===== config.mk =====
export PLATFORM = sky130hd
export DESIGN_NAME = payoff_accum
export DESIGN_NICKNAME = d
export VERILOG_FILES = /design/src/rtl/payoff_accum_pkg.sv /design/src/rtl/payoff_accum_payoff_calc.sv /design/src/rtl/payoff_accum.sv
export SDC_FILE = /design/constraint.sdc
export NUM_CORES = 1
export LEC_CHECK = 0
export CAP_MARGIN = 25
export CORE_UTILIZATION = 55
export CTS_BUF_LIST = sky130_fd_sc_hd__clkbuf_16
export CTS_CLUSTER_SIZE = 28
export DETAILED_ROUTE_END_ITERATION = 8
export GPL_ROUTABILITY_DRIVEN = 1
export PLACE_DENSITY = 0.79
export SYNTH_ARGS = -nofsm -noshare
export SYNTH_HDL_FRONTEND = slang
export SYNTH_SLANG_ARGS = --single-unit

===== constraint.sdc =====
create_clock -name clk -period 7.2 [get_ports clk]
set_input_delay 1.8 -clock clk [delete_from_list [all_inputs] [get_ports clk]]
set_output_delay 1.8 -clock clk [all_outputs]
set_load 0.02 [all_outputs]

===== src/rtl/payoff_accum_pkg.sv =====
// rtl/payoff_accum_pkg.sv - shared FP12 constants, FSM states and mode encodings
package payoff_accum_pkg;

    localparam int FP12_W    = 12;
    localparam int FP12_FRAC = 8;

    localparam logic MODE_EURO  = 1'b0;
    localparam logic MODE_ASIAN = 1'b1;

    typedef enum logic [1:0] {
        ST_IDLE  = 2'd0,
        ST_ACCUM = 2'd1,
        ST_DONE  = 2'd2
    } state_e;

endpackage


===== src/rtl/payoff_accum_payoff_calc.sv =====
// rtl/payoff_accum_payoff_calc.sv - combinational call payoff max(underlying - strike, 0)
module payoff_calc
    import payoff_accum_pkg::*;
(
    input  logic [FP12_W-1:0] underlying_i,
    input  logic [FP12_W-1:0] strike_i,
    output logic [FP12_W-1:0] payoff_o
);

    assign payoff_o = (underlying_i > strike_i) ? (underlying_i - strike_i) : '0;

endmodule


===== src/rtl/payoff_accum.sv =====
// rtl/payoff_accum.sv - per-path option payoff and Monte-Carlo mean over NUM_PATHS paths
module payoff_accum
    import payoff_accum_pkg::*;
#(
    parameter int NUM_OF_DAYS = 8,
    parameter int NUM_PATHS   = 16
) (
    input  logic              clk,
    input  logic              rst_n,
    input  logic              start,
    input  logic [FP12_W-1:0] strike,
    input  logic              mode,
    input  logic              path_valid,
    input  logic [FP12_W-1:0] path,
    output logic              payoff_valid,
    output logic [FP12_W-1:0] payoff,
    output logic              busy,
    output logic              done,
    output logic [FP12_W-1:0] price
);

    localparam int LOG2_DAYS  = $clog2(NUM_OF_DAYS);
    localparam int LOG2_PATHS = $clog2(NUM_PATHS);
    localparam int SUM_W      = FP12_W + LOG2_DAYS;
    localparam int ACC_W      = FP12_W + LOG2_PATHS;

    localparam logic [LOG2_DAYS-1:0]  LAST_DAY  = LOG2_DAYS'(NUM_OF_DAYS - 1);
    localparam logic [LOG2_PATHS-1:0] LAST_PATH = LOG2_PATHS'(NUM_PATHS - 1);

    state_e                  state_q, state_d;
    logic [LOG2_DAYS-1:0]    day_cnt_q, day_cnt_d;
    logic [LOG2_PATHS-1:0]   path_cnt_q, path_cnt_d;
    logic [SUM_W-1:0]        sum_q, sum_d;
    logic [ACC_W-1:0]        acc_q, acc_d;
    logic [FP12_W-1:0]       payoff_q, payoff_d;
    logic                    payoff_valid_q, payoff_valid_d;
    logic [FP12_W-1:0]       strike_q, strike_d;
    logic                    mode_q, mode_d;

    logic [SUM_W-1:0]        sum_plus;
    logic [FP12_W-1:0]       avg;
    logic [LOG2_DAYS-1:0]    avg_frac_unused;
    logic [FP12_W-1:0]       underlying;
    logic [FP12_W-1:0]       calc_payoff;

    // The average is the running sum including the maturity beat, truncated by the day shift.
    assign sum_plus                 = sum_q + SUM_W'(path);
    assign {avg, avg_frac_unused}   = sum_plus;
    assign underlying               = (mode_q == MODE_ASIAN) ? avg : path;

    payoff_calc u_payoff_calc (
        .underlying_i (underlying),
        .strike_i     (strike_q),
        .payoff_o     (calc_payoff)
    );

    always_comb begin
        state_d        = state_q;
        day_cnt_d      = day_cnt_q;
        path_cnt_d     = path_cnt_q;
        sum_d          = sum_q;
        acc_d          = acc_q;
        payoff_d       = payoff_q;
        payoff_valid_d = 1'b0;
        strike_d       = strike_q;
        mode_d         = mode_q;

        // start wins in every state: it also drops a pending payoff and any same-cycle beat.
        if (start) begin
            state_d    = ST_ACCUM;
            day_cnt_d  = '0;
            path_cnt_d = '0;
            sum_d      = '0;
            acc_d      = '0;
            strike_d   = strike;
            mode_d     = mode;
        end else begin
            case (state_q)
                ST_ACCUM: begin
                    if (payoff_valid_q) begin
                        acc_d      = acc_q + ACC_W'(payoff_q);
                        path_cnt_d = path_cnt_q + 1'b1;
                        if (path_cnt_q == LAST_PATH) begin
                            state_d = ST_DONE;
                        end
                    end
                    if (path_valid) begin
                        if (day_cnt_q == LAST_DAY) begin
                            payoff_d       = calc_payoff;
                            payoff_valid_d = 1'b1;
                            sum_d          = '0;
                            day_cnt_d      = '0;
                        end else begin
                            sum_d     = sum_plus;
                            day_cnt_d = day_cnt_q + 1'b1;
                        end
                    end
                end
                default: ;
            endcase
        end
    end

    always_ff @(posedge clk or negedge rst_n) begin
        if (!rst_n) begin
            state_q <= ST_IDLE;
        end else begin
            state_q <= state_d;
        end
    end

    always_ff @(posedge clk or negedge rst_n) begin
        if (!rst_n) begin
            day_cnt_q      <= '0;
            path_cnt_q     <= '0;
            sum_q          <= '0;
            acc_q          <= '0;
            payoff_q       <= '0;
            payoff_valid_q <= 1'b0;
            strike_q       <= '0;
            mode_q         <= MODE_EURO;
        end else begin
            day_cnt_q      <= day_cnt_d;
            path_cnt_q     <= path_cnt_d;
            sum_q          <= sum_d;
            acc_q          <= acc_d;
            payoff_q       <= payoff_d;
            payoff_valid_q <= payoff_valid_d;
            strike_q       <= strike_d;
            mode_q         <= mode_d;
        end
    end

    assign payoff_valid = payoff_valid_q;
    assign payoff       = payoff_q;
    assign busy         = (state_q == ST_ACCUM);
    assign done         = (state_q == ST_DONE);
    assign price        = (state_q == ST_DONE) ? acc_q[LOG2_PATHS +: FP12_W] : '0;

endmodule


==> flow_metrics.env, run 1 <==
export IMPL_status="completed"
export IMPL_final_nets=613
export IMPL_antennaDiodeCount=0
export IMPL_initial_core_util_pct=57.57
export IMPL_ys_ff_latch=66
export IMPL_drtIter0Drc=243
export IMPL_first_global_vias=3866
export IMPL_p_int_mw=0.9177
export IMPL_vias=3889
export IMPL_grt_antenna_before_repair=0
export IMPL_cts_tree="built"
export IMPL_wl_um=10660
export IMPL_power_leakage_nw=2.528
export IMPL_placed_cell_area_um2=5136
export IMPL_post_cts_setup_buffers=0
export IMPL_ir_drop_uv=121.3
export IMPL_multi_input_area_um2=2695
export IMPL_wl_per_cell_um=16.43
export IMPL_finClkSkew_ns=0.004972
export IMPL_fill_cells=619
export IMPL_drt_pass1_iter_count=5
export IMPL_cts_root_buf="clkbuf_16"
export IMPL_power_frac_comb_pct=27.1
export IMPL_gp_congestion=0.9188
export IMPL_fmax_mhz=166.8
export IMPL_rows=32
export IMPL_ios=56
export IMPL_insertion_delay_ns=0.33
export IMPL_fin_crit_ns=5.994
export IMPL_track_usage_pct=26.90
export IMPL_path_delay_family="compound AO/OA/AOI/OAI gates"
export IMPL_regArea_um2=1652
export IMPL_slew_limit_headroom_pct=43.65
export IMPL_p_clk_share_pct=41.8
export IMPL_powerDensity_nw_per_um2=235.4
export IMPL_synth_edf_count=0
export IMPL_grt_first_pass_wirelength_um=18170
export IMPL_grt_overflow_total=0
export IMPL_synth_flop_cell="dfrtp_1"
export IMPL_viasPerCell=5.992
export IMPL_cp_end_kind="flip-flop"
export IMPL_finalMaxSlewViolations=0
export IMPL_synth_warnings=0
export IMPL_path_clk_slew_ns=0.06
export IMPL_worst_ep_required_time_ns=7.47
export IMPL_finalHoldViolCount=0
export IMPL_tightest_slew_ns=0.8453
export IMPL_hold_path_class="reg2reg"
export IMPL_syn_area_um2=4518
export IMPL_numPortBuffers=55
export IMPL_crit_path_top_delay_cell="o41ai_4"
export IMPL_avgSynthCellArea_um2=9.183
export IMPL_core_um2=7848
export IMPL_finalSetupViolations=0
export IMPL_crit_chain="clkdlybuf4s50_1, ha_1, fa_1, a21o_1, a221oi_2, nor2_2, o41ai_4, xnor2_1, mux2_4, ha_1, and3_1, a22oi_1, nand2_1, a21oi_1, a2111oi_2, buf_2, a32o_1"
export IMPL_layout_drive_gt1_share_pct=7.130
export IMPL_syn_to_final_growth_pct=21.88
export IMPL_p_sw_share_pct=29.21
export IMPL_cts_htree_levels=3
export IMPL_critPathLaunchType="primary input"
export IMPL_mostFrequentLayoutCell="dfrtp_1"
export IMPL_setup_tns_ns=0
export IMPL_clock_path_buffers=2
export IMPL_path_class="in2reg"
export IMPL_critPathBufInv=2
export IMPL_dieWidth_um=92.64
export IMPL_p_switching_mw=0.3787
export IMPL_postCtsResizedCells=0
export IMPL_clock_sinks=66
export IMPL_ys_types=57
export IMPL_dp_hpwl_um=7562
export IMPL_post_route_period_util_pct=83.26
export IMPL_cp_max_fo=9
export IMPL_fin_area_um2=5507
export IMPL_async_flop_share_pct=100.0
export IMPL_postSynthCellCount=492
export IMPL_crit_top_cell="ha_1"
export IMPL_drc=0
export IMPL_rsz0062_at_grt="no"
export IMPL_hold_buffers=0
export IMPL_die_area_um2=8581
export IMPL_cts_buffers=9
export IMPL_maxCapViolCount=0
export IMPL_grt_max_degree=67
export IMPL_yosysSeqAreaShare_pct=36.55
export IMPL_die_h_um=92.64
export IMPL_final_cell_mix="66 x dfrtp_1, 55 x nand2_1, 54 x clkdlybuf4s50_1, 42 x a21oi_1, 39 x ha_1"
export IMPL_pwr_share_seq_pct=31.1
export IMPL_detail_route_antenna_nets=0
export IMPL_critPathMaxStageDelay_ns=0.47
export IMPL_syn_num_nets=563
export IMPL_cp_data_arrival_time_ns=6.26
==> cell usage after synthesis (3+ instances only) <==
| master | n | area (µm²) |
|---|---|---|
| nand3_1 | 10 | 50.05 |
| fa_1 | 3 | 60.06 |
| o21ai_0 | 28 | 140.1 |
| nor2b_1 | 6 | 37.54 |
| mux2i_1 | 6 | 60.06 |
| nand2_1 | 55 | 206.5 |
| clkbuf_1 | 16 | 60.06 |
| mux2_2 | 9 | 101.4 |
| a22o_1 | 20 | 175.2 |
| o21bai_1 | 4 | 30.03 |
| a31oi_1 | 4 | 25.02 |
| inv_1 | 23 | 86.33 |
| dfrtp_1 | 66 | 1652 |
| nor3_1 | 9 | 45.04 |
| ha_1 | 39 | 488.0 |
| o211ai_1 | 7 | 52.55 |
| and2_1 | 14 | 87.58 |
| a21o_1 | 8 | 60.06 |
| o21a_1 | 3 | 22.52 |
| xnor2_1 | 24 | 210.2 |
| a211oi_1 | 5 | 37.54 |
| nor2_1 | 28 | 105.1 |
| o31ai_1 | 4 | 30.03 |
| nand4_1 | 7 | 43.79 |
| and3_1 | 6 | 37.54 |
| a21oi_1 | 42 | 210.2 |
| xor2_1 | 8 | 70.07 |
| o2111ai_1 | 3 | 26.28 |
==> per-stage QoR <==
step           instances  power, mW  setup WS, ns  hold slack, ns  utilization (%)
5_1_grt              649      1.353        0.9087          0.5250            70.17
4_1_cts              648      1.294        0.9328          0.5082            70.11
2_1_floorplan        492     0.6683         1.807          0.4538                -
3_3_place_gp         632     0.7411        0.7381          0.4739            65.45
3_5_place_dp         632     0.7511        0.6010          0.4920            65.45
6_report             649      1.296         1.206          0.5035            70.17
==> sequential cells by signal, summed over array words and instances, names as in the netlist <==
name	cells
mode_q	1
path_cnt_q	4
payoff_valid	1
strike_q	12
day_cnt_q	3
acc_q	16
payoff	12
sum_q	15
state_q	2
==> area by class of cell <==
cell class	instances	share of cell area, %
Tap cell	102	2.318
Sequential cell	66	29.99
Clock buffer	9	4.090
Timing Repair Buffer	60	10.54
Multi-Input combinational cell	382	48.94
Inverter	23	1.568
Clock inverter	7	2.545
==> power groups by stage <==
| stage | registers, mW | clock network [mW] | logic [mW] |
|---|---|---|---|
| global route | 0.405 | 0.560 | 0.388 |
| detailed placement | 0.409 | 0 | 0.342 |
| finish | 0.403 | 0.542 | 0.351 |
| floorplan | 0.402 | 0 | 0.266 |
| global placement | 0.409 | 0 | 0.332 |
| CTS | 0.403 | 0.545 | 0.346 |
==> worst min-delay path: stages (launching register included) <==
cell,delay (ns)
dfrtp_1,0.35
nand2_1,0.05
o21ai_0,0.07
==> per-layer routing <==
metal | wire length (µm) | GRT usage (%) | up-vias
met2 | 5232 | 45.74 | 119
met4 | 268 | 10.90 | 0
met5 | 0 | 0 | -
met3 | 434 | 3.777 | 23
li1 | - | - | 1882
met1 | 4726 | 34.48 | 1865
==> final timing paths <==
| kind | cells past startpoint | start | slack [ns] | to |
|---|---|---|---|---|
| worst max-delay path | 17 | path[0] | 1.21 | payoff[4] |
| worst min-delay path | 2 | sum_q[7] | 0.50 | sum_q[7] |
| worst max register to register | 16 | sum_q[0] | 2.74 | payoff[4] |
| worst min register to register | 2 | sum_q[7] | 0.50 | sum_q[7] |
| max in group asynchronous | 2 | rst_n | 4.99 | sum_q[3] |
| min in group asynchronous | 2 | rst_n | 1.66 | acc_q[6] |
==> cells by family after synthesis <==
| group | after synthesis | synth area share, % |
|---|---|---|
| AO/OA/AOI/OAI | 143 | 21.57 |
| multiplexers | 16 | 3.905 |
| adder cells (fa/ha/maj) | 42 | 12.13 |
| buffers and inverters | 44 | 3.794 |
| flip-flops | 66 | 36.55 |
| AND/OR/NAND/NOR | 149 | 15.84 |
| XOR/XNOR | 32 | 6.203 |
Note: power is estimated with default switching activity, not from simulation.
==> run 2, diff against run 1 <==
--- a/config.mk
+++ b/config.mk
@@ -6,12 +6,12 @@
 export NUM_CORES = 1
 export LEC_CHECK = 0
 export CAP_MARGIN = 25
-export CORE_UTILIZATION = 55
+export CORE_UTILIZATION = 51
 export CTS_BUF_LIST = sky130_fd_sc_hd__clkbuf_16
 export CTS_CLUSTER_SIZE = 28
 export DETAILED_ROUTE_END_ITERATION = 8
 export GPL_ROUTABILITY_DRIVEN = 1
-export PLACE_DENSITY = 0.79
+export PLACE_DENSITY = 0.77
 export SYNTH_ARGS = -nofsm -noshare
 export SYNTH_HDL_FRONTEND = slang
 export SYNTH_SLANG_ARGS = --single-unit
==> constraint.sdc (replaced) <==
create_clock -name clk -period 5.5 [get_ports clk]
set_input_delay 1.375 -clock clk [delete_from_list [all_inputs] [get_ports clk]]
set_output_delay 1.375 -clock clk [all_outputs]
set_load 0.02 [all_outputs]
==> flow_metrics.env, run 2 (same netlist as run 1, synthesis figures left out) <==
export IMPL_status="completed"
export IMPL_fin_area_um2=5584
export IMPL_vias=3897
export IMPL_die_area_um2=9239
export IMPL_crit_top_cell="ha_1"
export IMPL_cp_max_fo=12
export IMPL_placed_cell_area_um2=5275
export IMPL_drc=0
export IMPL_finalHoldViolCount=0
export IMPL_top_regs="acc_q (16), sum_q (15)"
export IMPL_crit_chain="clkdlybuf4s50_1, ha_1, fa_1, a21o_1, a221oi_2, nor2_2, o41ai_4, xnor2_1, mux2_4, ha_1, and3_1, a22oi_1, nand2_1, a21oi_1, a2111oi_2, clkbuf_4, a32o_1"
export IMPL_drt_pass1_iter_count=4
export IMPL_largest_reg_flops=16
export IMPL_critPathLaunchType="primary input"
export IMPL_ir_drop_uv=185.4
export IMPL_critPathBufInv=2
export IMPL_post_cts_setup_buffers=0
export IMPL_cts_root_buf="clkbuf_16"
export IMPL_post_route_period_util_pct=92.04
export IMPL_hold_start="sum_q[7]"
export IMPL_final_cell_mix="66 x dfrtp_1, 55 x nand2_1, 53 x clkdlybuf4s50_1, 42 x a21oi_1, 39 x ha_1"
export IMPL_dieWidth_um=96.12
export IMPL_postCtsResizedCells=0
export IMPL_r2r_start="sum_q[0]"
export IMPL_insertion_delay_ns=0.33
export IMPL_track_usage_pct=25.28
export IMPL_path_delay_family="compound AO/OA/AOI/OAI gates"
export IMPL_regMostFlops="acc_q"
export IMPL_fin_crit_ns=5.062
export IMPL_crit_path_top_delay_cell="clkdlybuf4s50_1"
export IMPL_finalSetupViolations=0
export IMPL_wl_per_cell_um=16.07
export IMPL_post_route_util_pct=66.62
export IMPL_drtIter0Drc=139
export IMPL_ios=56
export IMPL_clock_sinks=66
export IMPL_slew_limit_headroom_pct=33.43
export IMPL_cp_startpoint="path[0]"
export IMPL_rows=33
export IMPL_hold_path_class="reg2reg"
export IMPL_dp_hpwl_um=7872
export IMPL_antennaDiodeCount=0
export IMPL_viasPerCell=5.816
export IMPL_first_global_vias=3912
export IMPL_mostFrequentLayoutCell="dfrtp_1"
export IMPL_die_h_um=96.12
export IMPL_core_um2=8382
export IMPL_grt_overflow_total=0
export IMPL_cp_end_kind="flip-flop"
export IMPL_fmax_mhz=197.5
export IMPL_finalMaxSlewViolations=0
export IMPL_critPathMaxStageDelay_ns=0.42
export IMPL_wl_um=10770
export IMPL_detail_route_antenna_nets=0
export IMPL_powerDensity_nw_per_um2=290.0
export IMPL_numPortBuffers=55
export IMPL_grt_max_degree=67
export IMPL_path_class="in2reg"
export IMPL_initial_core_util_pct=53.90
export IMPL_clock_path_buffers=2
export IMPL_tightest_slew_ns=0.9931
export IMPL_syn_to_final_growth_pct=23.59
export IMPL_finClkSkew_ns=0.008353
export IMPL_grt_antenna_before_repair=0
export IMPL_grt_first_pass_wirelength_um=17930
export IMPL_hold_buffers=0
export IMPL_cts_htree_levels=3
export IMPL_gp_congestion=0.9525
export IMPL_cts_buffers=9
export IMPL_final_nets=631
export IMPL_rsz0062_at_grt="no"
export IMPL_cp_data_arrival_time_ns=5.28
export IMPL_power_leakage_nw=2.583
export IMPL_maxCapViolCount=0
export IMPL_cts_tree="built"
export IMPL_layout_drive_gt1_share_pct=10.62
export IMPL_worst_ep_required_time_ns=5.72
export IMPL_path_clk_slew_ns=0.06
-- run 2: cell count changes in the layout (fill, tap and decap cells not counted), sizes merged --
cell | before | now
buf | 6 | 24
bufinv | 4 | 1
clkbuf | 9 | 10
clkdlybuf4s50 | 54 | 53
clkinv | 1 | 2
clkinvlp | 1 | 2
inv | 24 | 25
-- run 2: where the power goes --
group	switching, mW	internal (mW)	leakage [nW]
sequential	0.0190	0.509	0.883
combinational	0.263	0.246	1.56
clock	0.230	0.354	0.142
total	0.511	1.11	2.58
-- run 2: per-stage QoR --
step	setup WS (ns)	hold WS [ns]	setup TNS, ns	std cells	total power, mW
detailed placement	-0.2877	0.4877	-2.945	653	1.038
finish	0.4376	0.4992	0	670	1.620
global placement	-0.2204	0.4758	-2.106	653	1.021
global route	0.2281	0.5088	0	670	1.705
CTS	0.05038	0.4971	0	669	1.623
floorplan	0.5322	0.4538	0	492	0.8749
-- run 2: tightest hold or removal path, cell delays in order, from the launching register on --
cell     delay [ns]
dfrtp_1        0.36
nand2_1        0.05
o21ai_0        0.06
-- run 2: final timing paths --
path | end | slack [ns] | depth (start not counted)
worst max-delay path | payoff[4] | 0.44 | 17
worst min-delay path | sum_q[7] | 0.50 | 2
worst max register to register | payoff[4] | 1.54 | 16
worst min register to register | sum_q[7] | 0.50 | 2
max in group asynchronous | sum_q[9] | 3.71 | 2
min in group asynchronous | acc_q[9] | 1.23 | 2
-- run 2: final cells by class --
cell class | count | area [µm²]
inverters | 23 | 86.33
multi-input cells | 382 | 2700
clock buffers | 9 | 225.2
clock inverters | 7 | 76.32
repair buffers | 78 | 713.2
well taps | 105 | 131.4
flip-flops and latches | 66 | 1652
fillers | 684 | 2798
-- run 2: per-layer routing --
layer  vias up  part of all wire (%)  routed length, µm  global-route usage [%]
li1       1916                     -                  -                       -
met1      1870                    45               4818                   30.47
met2        96                    50               5365                   45.45
met3        15                   3.8                406                   3.949
met4         0                   1.7                178                   8.706
met5         -                     0                  0                       0
==> run 3, diff against run 2 <==
--- a/config.mk
+++ b/config.mk
@@ -6,12 +6,13 @@
 export NUM_CORES = 1
 export LEC_CHECK = 0
 export CAP_MARGIN = 25
-export CORE_UTILIZATION = 51
+export CORE_UTILIZATION = 55
 export CTS_BUF_LIST = sky130_fd_sc_hd__clkbuf_16
 export CTS_CLUSTER_SIZE = 28
 export DETAILED_ROUTE_END_ITERATION = 8
+export DONT_BUFFER_PORTS = 1
 export GPL_ROUTABILITY_DRIVEN = 1
-export PLACE_DENSITY = 0.77
+export PLACE_DENSITY = 0.73
 export SYNTH_ARGS = -nofsm -noshare
 export SYNTH_HDL_FRONTEND = slang
 export SYNTH_SLANG_ARGS = --single-unit
==> flow_metrics.env, run 3 (same netlist as run 1, synthesis figures left out) <==
export IMPL_status="completed"
export IMPL_finalPower_mw=1.516
export IMPL_path_delay_family="compound AO/OA/AOI/OAI gates"
export IMPL_drc=0
export IMPL_vias=3546
export IMPL_final_cell_mix="66 x dfrtp_1, 55 x nand2_1, 42 x a21oi_1, 39 x ha_1"
export IMPL_path_class="in2reg"
export IMPL_fmax_mhz=210.8
export IMPL_cp_startpoint="path[0]"
export IMPL_r2r_start="sum_q[0]"
export IMPL_clock_sinks=66
export IMPL_top_regs="acc_q (16), sum_q (15)"
export IMPL_path_clk_slew_ns=0.06
export IMPL_grt_first_pass_wirelength_um=16570
export IMPL_rrSetupSlack_ns=1.41
export IMPL_grt_overflow_total=0
export IMPL_multi_input_area_um2=2695
export IMPL_maxCapViolCount=0
export IMPL_rows=32
export IMPL_mostFrequentLayoutCell="dfrtp_1"
export IMPL_track_usage_pct=24.91
export IMPL_cts_buffers=9
export IMPL_rr_worst_depth=17
export IMPL_regMostFlops="acc_q"
export IMPL_dpl_cell_count=579
export IMPL_first_global_vias=3463
export IMPL_rsz0062_at_grt="no"
export IMPL_hold_buffers=0
export IMPL_hold_start="sum_q[7]"
export IMPL_tightest_slew_ns=0.8952
export IMPL_cp_max_fo=10
export IMPL_fill_cells=683
export IMPL_post_cts_setup_buffers=0
export IMPL_critPathBufInv=2
export IMPL_grtUsageMet1_pct=31.85
export IMPL_core_um2=7848
export IMPL_hold_path_class="reg2reg"
export IMPL_power_leakage_nw=2.302
export IMPL_layout_drive_gt1_share_pct=8.300
export IMPL_regArea_um2=1652
export IMPL_slew_limit_headroom_pct=40.20
export IMPL_die_h_um=92.64
export IMPL_crit_path_top_delay_cell="fa_1"
export IMPL_wl_per_cell_um=16.76
export IMPL_grt_antenna_before_repair=0
export IMPL_hold_end="sum_q[7]"
export IMPL_crit_chain="ha_1, fa_1, a21o_1, a221oi_2, nor2_2, o41ai_4, xnor2_1, mux2_4, ha_1, buf_4, a21o_1, a22oi_1, nand2_1, a21oi_1, a2111oi_2, clkbuf_4, a32o_1"
export IMPL_drtIter0Drc=130
export IMPL_post_route_period_util_pct=86.24
export IMPL_detail_route_antenna_nets=0
export IMPL_whs_path_depth=2
export IMPL_cp_end_kind="flip-flop"
export IMPL_critPathMaxStageDelay_ns=0.41
export IMPL_die_area_um2=8581
export IMPL_viasPerCell=5.950
export IMPL_cts_htree_levels=3
export IMPL_insertion_delay_ns=0.33
export IMPL_clock_path_buffers=2
export IMPL_syn_to_final_growth_pct=8.613
export IMPL_ios=56
export IMPL_dieWidth_um=92.64
export IMPL_initial_core_util_pct=57.57
export IMPL_grt_max_degree=67
export IMPL_finalSetupViolations=0
export IMPL_cts_root_buf="clkbuf_16"
export IMPL_postCtsResizedCells=0
export IMPL_ir_drop_uv=190.7
export IMPL_final_nets=560
export IMPL_powerDensity_nw_per_um2=309.0
export IMPL_drt_pass1_iter_count=4
export IMPL_cp_data_arrival_time_ns=4.96
export IMPL_fin_crit_ns=4.743
export IMPL_finClkSkew_ns=0.005792
export IMPL_critPathLaunchType="primary input"
export IMPL_gp_congestion=0.9090
export IMPL_grt_util_met3_pct=5.255
export IMPL_cts_tree="built"
export IMPL_worst_ep_required_time_ns=5.72
export IMPL_finalMaxSlewViolations=0
export IMPL_numPortBuffers=0
export IMPL_finalHoldViolCount=0
export IMPL_r2r_end="payoff[4]"
export IMPL_largest_reg_flops=16
export IMPL_dp_hpwl_um=7359
export IMPL_setup_tns_ns=0
export IMPL_grt_most_used_layer="met2"
export IMPL_wl_um=9991
export IMPL_instances_no_fill=596
export IMPL_antennaDiodeCount=0
export IMPL_grt_use_met2_pct=41.42
run 3: cell count changes in the layout (fill, tap and decap cells not counted), sizes merged:
cell | previous run | this run
clkdlybuf4s50 | 53 | 0
clkinv | 2 | 3
inv | 25 | 24
buf | 24 | 6
run 3: worst register-to-register path, cell delays in order (launching register included):
cell	delay [ns]
dfrtp_1	0.38
ha_1	0.22
fa_1	0.41
a21o_1	0.22
a221oi_2	0.37
nor2_2	0.11
o41ai_4	0.33
xnor2_1	0.10
mux2_4	0.26
ha_1	0.28
buf_4	0.16
a21o_1	0.16
a22oi_1	0.22
nand2_1	0.08
a21oi_1	0.16
a2111oi_2	0.07
clkbuf_4	0.20
a32o_1	0.25
run 3: layout make-up:
class / count / area share [%]
clock inverter: 7 / 1.402
sequential: 66 / 33.66
clock buffer: 9 / 4.589
inverter: 23 / 1.759
tap: 102 / 2.601
multi-input combinational: 382 / 54.92
timing repair buffer: 7 / 1.071
run 3: how the worst max path moves through the flow:
stage | endpoint | slack [ns] | cells past startpoint
detailed placement | payoff[9] | 0.08 | 15
finish | payoff[4] | 0.76 | 17
global placement | payoff[4] | 0.14 | 15
CTS | payoff[9] | 0.42 | 15
floorplan | payoff[1] | 0.53 | 17
global route | payoff[9] | 0.56 | 16
run 3: metrics by stage:
stage	worst slack, ns	cell area (µm²)	hold slack [ns]	util (%)
after floorplan	0.5322	4518	0.4538	-
after global placement	0.1429	4606	0.4790	58.69
after detailed placement	0.07697	4606	0.4879	58.69
after CTS	0.4168	4900	0.5000	62.44
after global routing	0.5579	4907	0.5270	62.53
final	0.7569	4907	0.5071	62.53
run 3: per-layer routing:
metal,up-vias,share of wire (%)
met5,-,0
met4,0,1.2
met3,8,5.4
met2,81,48
met1,1683,45
li1,1774,-
run 3: power breakdown:
| part | leakage [nW] | switching (mW) | total, mW | internal (mW) |
|---|---|---|---|---|
| clock | 0.142 | 0.215 | 0.564 | 0.349 |
| sequential | 0.883 | 0.0192 | 0.528 | 0.509 |
| combinational | 1.28 | 0.232 | 0.423 | 0.191 |
| total | 2.30 | 0.466 | 1.52 | 1.05 |
==> RTL edit 1: new RTL, config.mk and constraints of run 3 <==
`NUM_PATHS`: 16 -> 32.
--- a/src/rtl/payoff_accum.sv
+++ b/src/rtl/payoff_accum.sv
@@ -3,7 +3,7 @@
     import payoff_accum_pkg::*;
 #(
     parameter int NUM_OF_DAYS = 8,
-    parameter int NUM_PATHS   = 16
+    parameter int NUM_PATHS   = 32
 ) (
     input  logic              clk,
     input  logic              rst_n,
Check against the original RTL: no difference found for any inputs over 4 cycles, from zero or initial values and one cycle with rst_n low; that may be too few to reach the edited logic, so the function may still have changed.
==> RTL edit 1 against run 3 <==
- design area increased by 6.2%
- core utilization about the same
- worst setup slack improved by 33 ps
- fmax increased by 0.71%
- synthesized area increased by 6.2%
- clock skew increased by 3.5 ps
- first-iteration DRC count increased by 140%
- sequential cell count increased by 2
- wire length increased by 13%
- sequential share of layout area decreased by 1.0 points
- largest power group unchanged
- total power increased by 12%
- final cell count increased by 7.2%
- combinational power increased by 1%
==> RTL edit 1: results (changes against run 3) <==
The flow ran to the end, and the final reports show no timing, DRC or antenna violations. Broken down by cell family, the worst path's largest delay share belongs to compound AO/OA/AOI/OAI gates. The post-CTS setup buffer count is 0 (unchanged), and the worst endpoint data arrival time is 4930 ps (-30 ps). The slowest stage of the critical path is the sky130_fd_sc_hd__fa_1 cell. The portion of the post-synthesis area used by sequential elements is 35.5% (-1.1 points). The tools report the leakage power as 2.43 nW (+5.4%). The logs give 3 (unchanged) for the count of H-tree levels built during CTS and 314 (+140%) for the violation count after the first detailed-route iteration. The largest vdd supply drop came out at 0.181 mV (-4.9%).

The total wire length after detailed routing came out at 11.3 mm (+13%). For the via count of the first global-routing pass, the log shows 3902 (+13%). The measured slew at the worst slew-check pin is 770 ps (-125 ps), and the HPWL after detailed placement is 8.10 mm (+10%). First-pass GRT wire length: 18.5 mm (+12%). By count the netlist is led by 68 x sky130_fd_sc_hd__dfrtp_1, 53 x sky130_fd_sc_hd__nand2_1, 46 x sky130_fd_sc_hd__a21oi_1, 40 x sky130_fd_sc_hd__ha_1, 40 x sky130_fd_sc_hd__nor2_1. The run gives 2 (unchanged) as the number of buffers between clock root and the deepest sink.

The number of nets in the final layout is 601 (+7.3%), and the antenna cell count is 0 (unchanged). The logs give 4830 um^2 (+4.9%) for the area of placed instances and 0 (unchanged) for the number of antenna violations at the first check in global routing. The logs give 4042 (+14%) for the routed via count and 0 (unchanged) for the count of yosys warnings during synthesis. The path class of the tightest hold or removal check is flip-flop to flip-flop. The worst-skew pair later-pin latency was 330 ps (about the same); the clock buffer count from CTS was 9 (unchanged). For the worst setup skew after layout, the log shows 9.33 ps (+3.53 ps). For the number of distinct library cells after synthesis, the log shows 61 (+7.0%). The total of cells resized after clock tree synthesis came out at 0 (unchanged). The post-synthesis net count is 607 (+7.8%). The run gives 510 ps (+2.78 ps) as the hold slack.

The global placer's final weighted congestion was 0.930 (+2.3%). The buffer type at the clock tree root is sky130_fd_sc_hd__clkbuf_16. The maximum fanout encountered on the critical timing path works out to 12 (+2). The largest registers in the layout are acc_q (17), sum_q (15). The number of I/O port buffers works out to 0 (unchanged).

The run gives 69 (+3.0%) as the pin count of the biggest net entering global routing. For the global-route total usage across every layer, the log shows 26.6% (+1.7 points). The delay of the slowest critical-path stage is 440 ps (+30 ps), and the number of detailed-route iterations in the first pass is 6 (+2). The proportion of synthesized flip-flops having asynchronous set or reset came out at 100% (unchanged). Fraction of final layout cells sized beyond drive strength 1: 6.18% (-2.1 points). Register-to-register path setup slack: 1440 ps (+30 ps). By area the synthesized netlist is led by sky130_fd_sc_hd__dfrtp_1 35%, sky130_fd_sc_hd__ha_1 10%, sky130_fd_sc_hd__a21oi_1 4.8%, sky130_fd_sc_hd__nand2_1 4.1%, sky130_fd_sc_hd__xnor2_1 3.8%. The CTS clock-pin slew for the worst setup and hold paths works out to 60 ps (about the same).
[RTL edit 1: changes by cell type after synthesis, sizes merged, moves of 5 or more]
| cell | change |
|---|---|
| nor2 | +11 |
| a211oi | +6 |
| mux2i | -5 |
| nor3b | +5 |
[RTL edit 1: routing by layer]
metal	track usage [%]	part of all wire, %	vias up
met1	33.9	43	1945
met3	6.22	6.7	23
met2	44.2	48	135
li1	-	-	1939
met4	9.08	2.0	0
met5	0	0	-
[RTL edit 1: cells by family after synthesis]
family / count (synthesis) / synth area share, %
xor gates and xnor gates: 27 / 4.93
DFF: 68 / 35.5
muxes: 8 / 1.85
AOI/OAI and AO/OA: 163 / 22.7
buffers and inverters: 43 / 4.14
and+or+nand+nor: 183 / 19.3
adders and majority gates: 43 / 11.7
[RTL edit 1: cell type report]
| type | instances | area (um^2) |
|---|---|---|
| fill | 676 | 3130 |
| multi-input combinational | 424 | 2900 |
| sequential | 68 | 1700 |
| clock buffer | 9 | 225 |
| clock inverter | 7 | 146 |
| tap | 105 | 131 |
| inverter | 23 | 86.3 |
| timing repair buffer | 3 | 22.5 |
[RTL edit 1: per-stage QoR]
stage                     utilization, %  std cells  setup slack [ps]
after floorplan                        -        535               887
after global placement              58.0        622               599
after detailed placement            58.0        622               524
after CTS                           62.4        638               845
after global routing                62.5        639               557
final                               62.5        639               790
[RTL edit 1: final timing paths]
kind	cells after the start	end	from
setup / recovery	15	payoff[2]$_DFFE_PN0P_	path[0]
max in group asynchronous	0	sum_q[6]$_DFFE_PN0P_	rst_n
hold reg to reg	1	sum_q[5]$_DFFE_PN0P_	sum_q[5]$_DFFE_PN0P_
min in group asynchronous	0	acc_q[10]$_DFFE_PN0P_	rst_n
hold / removal	1	sum_q[5]$_DFFE_PN0P_	sum_q[5]$_DFFE_PN0P_
setup reg to reg	15	payoff[2]$_DFFE_PN0P_	sum_q[0]$_DFFE_PN0P_
[RTL edit 1: power by group]
group	internal [W]	total, W	switching [W]
clock network	0.000492	0.000718	0.000226
logic	0.000183	0.000428	0.000245
registers	0.000525	0.000545	0.0000200
total	0.00120	0.00169	0.000491
==> RTL edit 2: new RTL, settings of run 3 <==
Made on the original files. Re-encode `state_e` (3 states) as one-hot, 3 bits wide.
--- a/src/rtl/payoff_accum_pkg.sv
+++ b/src/rtl/payoff_accum_pkg.sv
@@ -7,10 +7,10 @@
     localparam logic MODE_EURO  = 1'b0;
     localparam logic MODE_ASIAN = 1'b1;
 
-    typedef enum logic [1:0] {
-        ST_IDLE  = 2'd0,
-        ST_ACCUM = 2'd1,
-        ST_DONE  = 2'd2
+    typedef enum logic [2:0] {
+        ST_IDLE  = 3'b001,
+        ST_ACCUM = 3'b010,
+        ST_DONE  = 3'b100
     } state_e;
 
 endpackage
Check against the original RTL: no difference found for any inputs over 4 cycles, from zero or initial values and one cycle with rst_n low; so few cycles prove little.
==> RTL edit 2 against run 3 <==
- via count grew 5.8%
- total power grew 0.74%
- synthesized area grew 2.0%
- fmax shrank 3.5%
- design area grew 1.6%
- wire length grew 5.6%
- sequential cell count grew 1
- worst setup slack lost 170 ps
- critical endpoint is now payoff[5]$_DFFE_PN0P_
- largest cell class unchanged
- highest routed layer unchanged
==> RTL edit 2: results (changes against run 3) <==
The slowest stage of the critical path is the sky130_fd_sc_hd__or4_4 cell. The post-synthesis xor/xnor area fraction works out to 5.13% (-1.1 points). Delay of the slowest critical-path stage: 660 ps (+250 ps). The leakage power is 2.30 nW (about the same), and the maximum fanout encountered on the critical timing path is 12 (+2). The adder-cell share of the synthesized area came out at 11.9% (-0.23 points). Fraction of final layout cells sized beyond drive strength 1: 9.71% (+1.4 points).

The worst hold path begins at day_cnt_q[0]$_DFFE_PN0P_. The depth of the worst hold-timing path works out to 1 (-1). The register-to-register path setup slack is 1240 ps (-170 ps).

For the internal power consumption, the log shows 0.00104 W (-0.67%). The number of standard cells after synthesis is 515 (+4.7%), and the pin count of the biggest net entering global routing is 68 (+1.5%). The tools report the global placer's final weighted congestion as 0.936 (+3.0%). The area of placed instances came out at 4690 um^2 (+1.7%).

The tools report the total placed cells including tap cells as 604 (+4.3%). The via count of the first global-routing pass was 3559 (+2.8%); the count of placed standard cells in the final layout, fillers left out was 620 (+4.0%). The run finished with clean final reports. The routed via count was 3753 (+5.8%); the worst setup skew after layout was 8.30 ps (+2.51 ps).

The tools report the worst-case setup slack after placement as 326 ps (+249 ps). The number of nets in the final layout was 581 (+3.8%). By area the synthesized netlist is led by sky130_fd_sc_hd__dfrtp_1 36%, sky130_fd_sc_hd__ha_1 11%, sky130_fd_sc_hd__nand2_1 5.8%, sky130_fd_sc_hd__a21oi_1 3.9%, sky130_fd_sc_hd__o21ai_0 3.9%. The portion of the post-synthesis area used by sequential elements came out at 36.4% (-0.13 points).

The violation count after the first detailed-route iteration is 236 (+82%). Endpoint with the worst hold slack: day_cnt_q[0]$_DFFE_PN0P_. End of the worst register-to-register path: payoff[5]$_DFFE_PN0P_. Portion of netlist area occupied by mux cells: 2.88% (-1.0 points). The largest vdd supply drop was 0.208 mV (+8.9%); the first-pass GRT wire length was 17.6 mm (+6.2%). After synthesis, the most frequently instantiated cells are 71 x sky130_fd_sc_hd__nand2_1, 66 x sky130_fd_sc_hd__dfrtp_1, 39 x sky130_fd_sc_hd__ha_1, 36 x sky130_fd_sc_hd__a21oi_1, 36 x sky130_fd_sc_hd__o21ai_0.
==> RTL edit 2: area by class of cell <==
| type | count | area (um^2) |
|---|---|---|
| Clock inverter | 7 | 76.3 |
| Clock buffer | 9 | 225 |
| Tap cell | 105 | 131 |
| Timing Repair Buffer | 3 | 22.5 |
| Fill cell | 711 | 3190 |
| Multi-Input combinational cell | 408 | 2780 |
| Inverter | 21 | 78.8 |
| Sequential cell | 67 | 1680 |
==> RTL edit 2: how the worst max path moves through the flow <==
stage / startpoint / to / slack [ps]
after floorplan: path[0] / payoff[11]$_DFFE_PN0P_ / 770
after global placement: path[0] / payoff[9]$_DFFE_PN0P_ / 420
after detailed placement: path[0] / payoff[5]$_DFFE_PN0P_ / 330
after CTS: path[0] / payoff[5]$_DFFE_PN0P_ / 630
after global routing: path[0] / payoff[5]$_DFFE_PN0P_ / 350
final: path[0] / payoff[5]$_DFFE_PN0P_ / 590
==> RTL edit 2: layer usage <==
layer	vias up	routed length [um]	GRT usage (%)
li1	1845	-	-
met1	1790	4940	36.4
met2	104	4950	41.6
met3	14	531	4.96
met4	0	134	7.56
met5	-	0	0
==> RTL edit 2: logic make-up (layout without fill, tap and decap cells) <==
group	after synthesis	after routing
and+or+nand+nor	181	181
AOI/OAI and AO/OA	146	146
muxes	12	12
DFF	67	67
adders and majority gates	42	42
xor gates and xnor gates	27	27
buffers and inverters	40	40
==> RTL edit 2: power groups by stage <==
| stage | combinational [W] | sequential (W) | clock, W |
|---|---|---|---|
| final | 0.000405 | 0.000539 | 0.000584 |
| after global routing | 0.000451 | 0.000542 | 0.000616 |
| after CTS | 0.000401 | 0.000538 | 0.000592 |
| after detailed placement | 0.000398 | 0.000546 | 0 |
| after global placement | 0.000394 | 0.000546 | 0 |
| after floorplan | 0.000331 | 0.000539 | 0 |
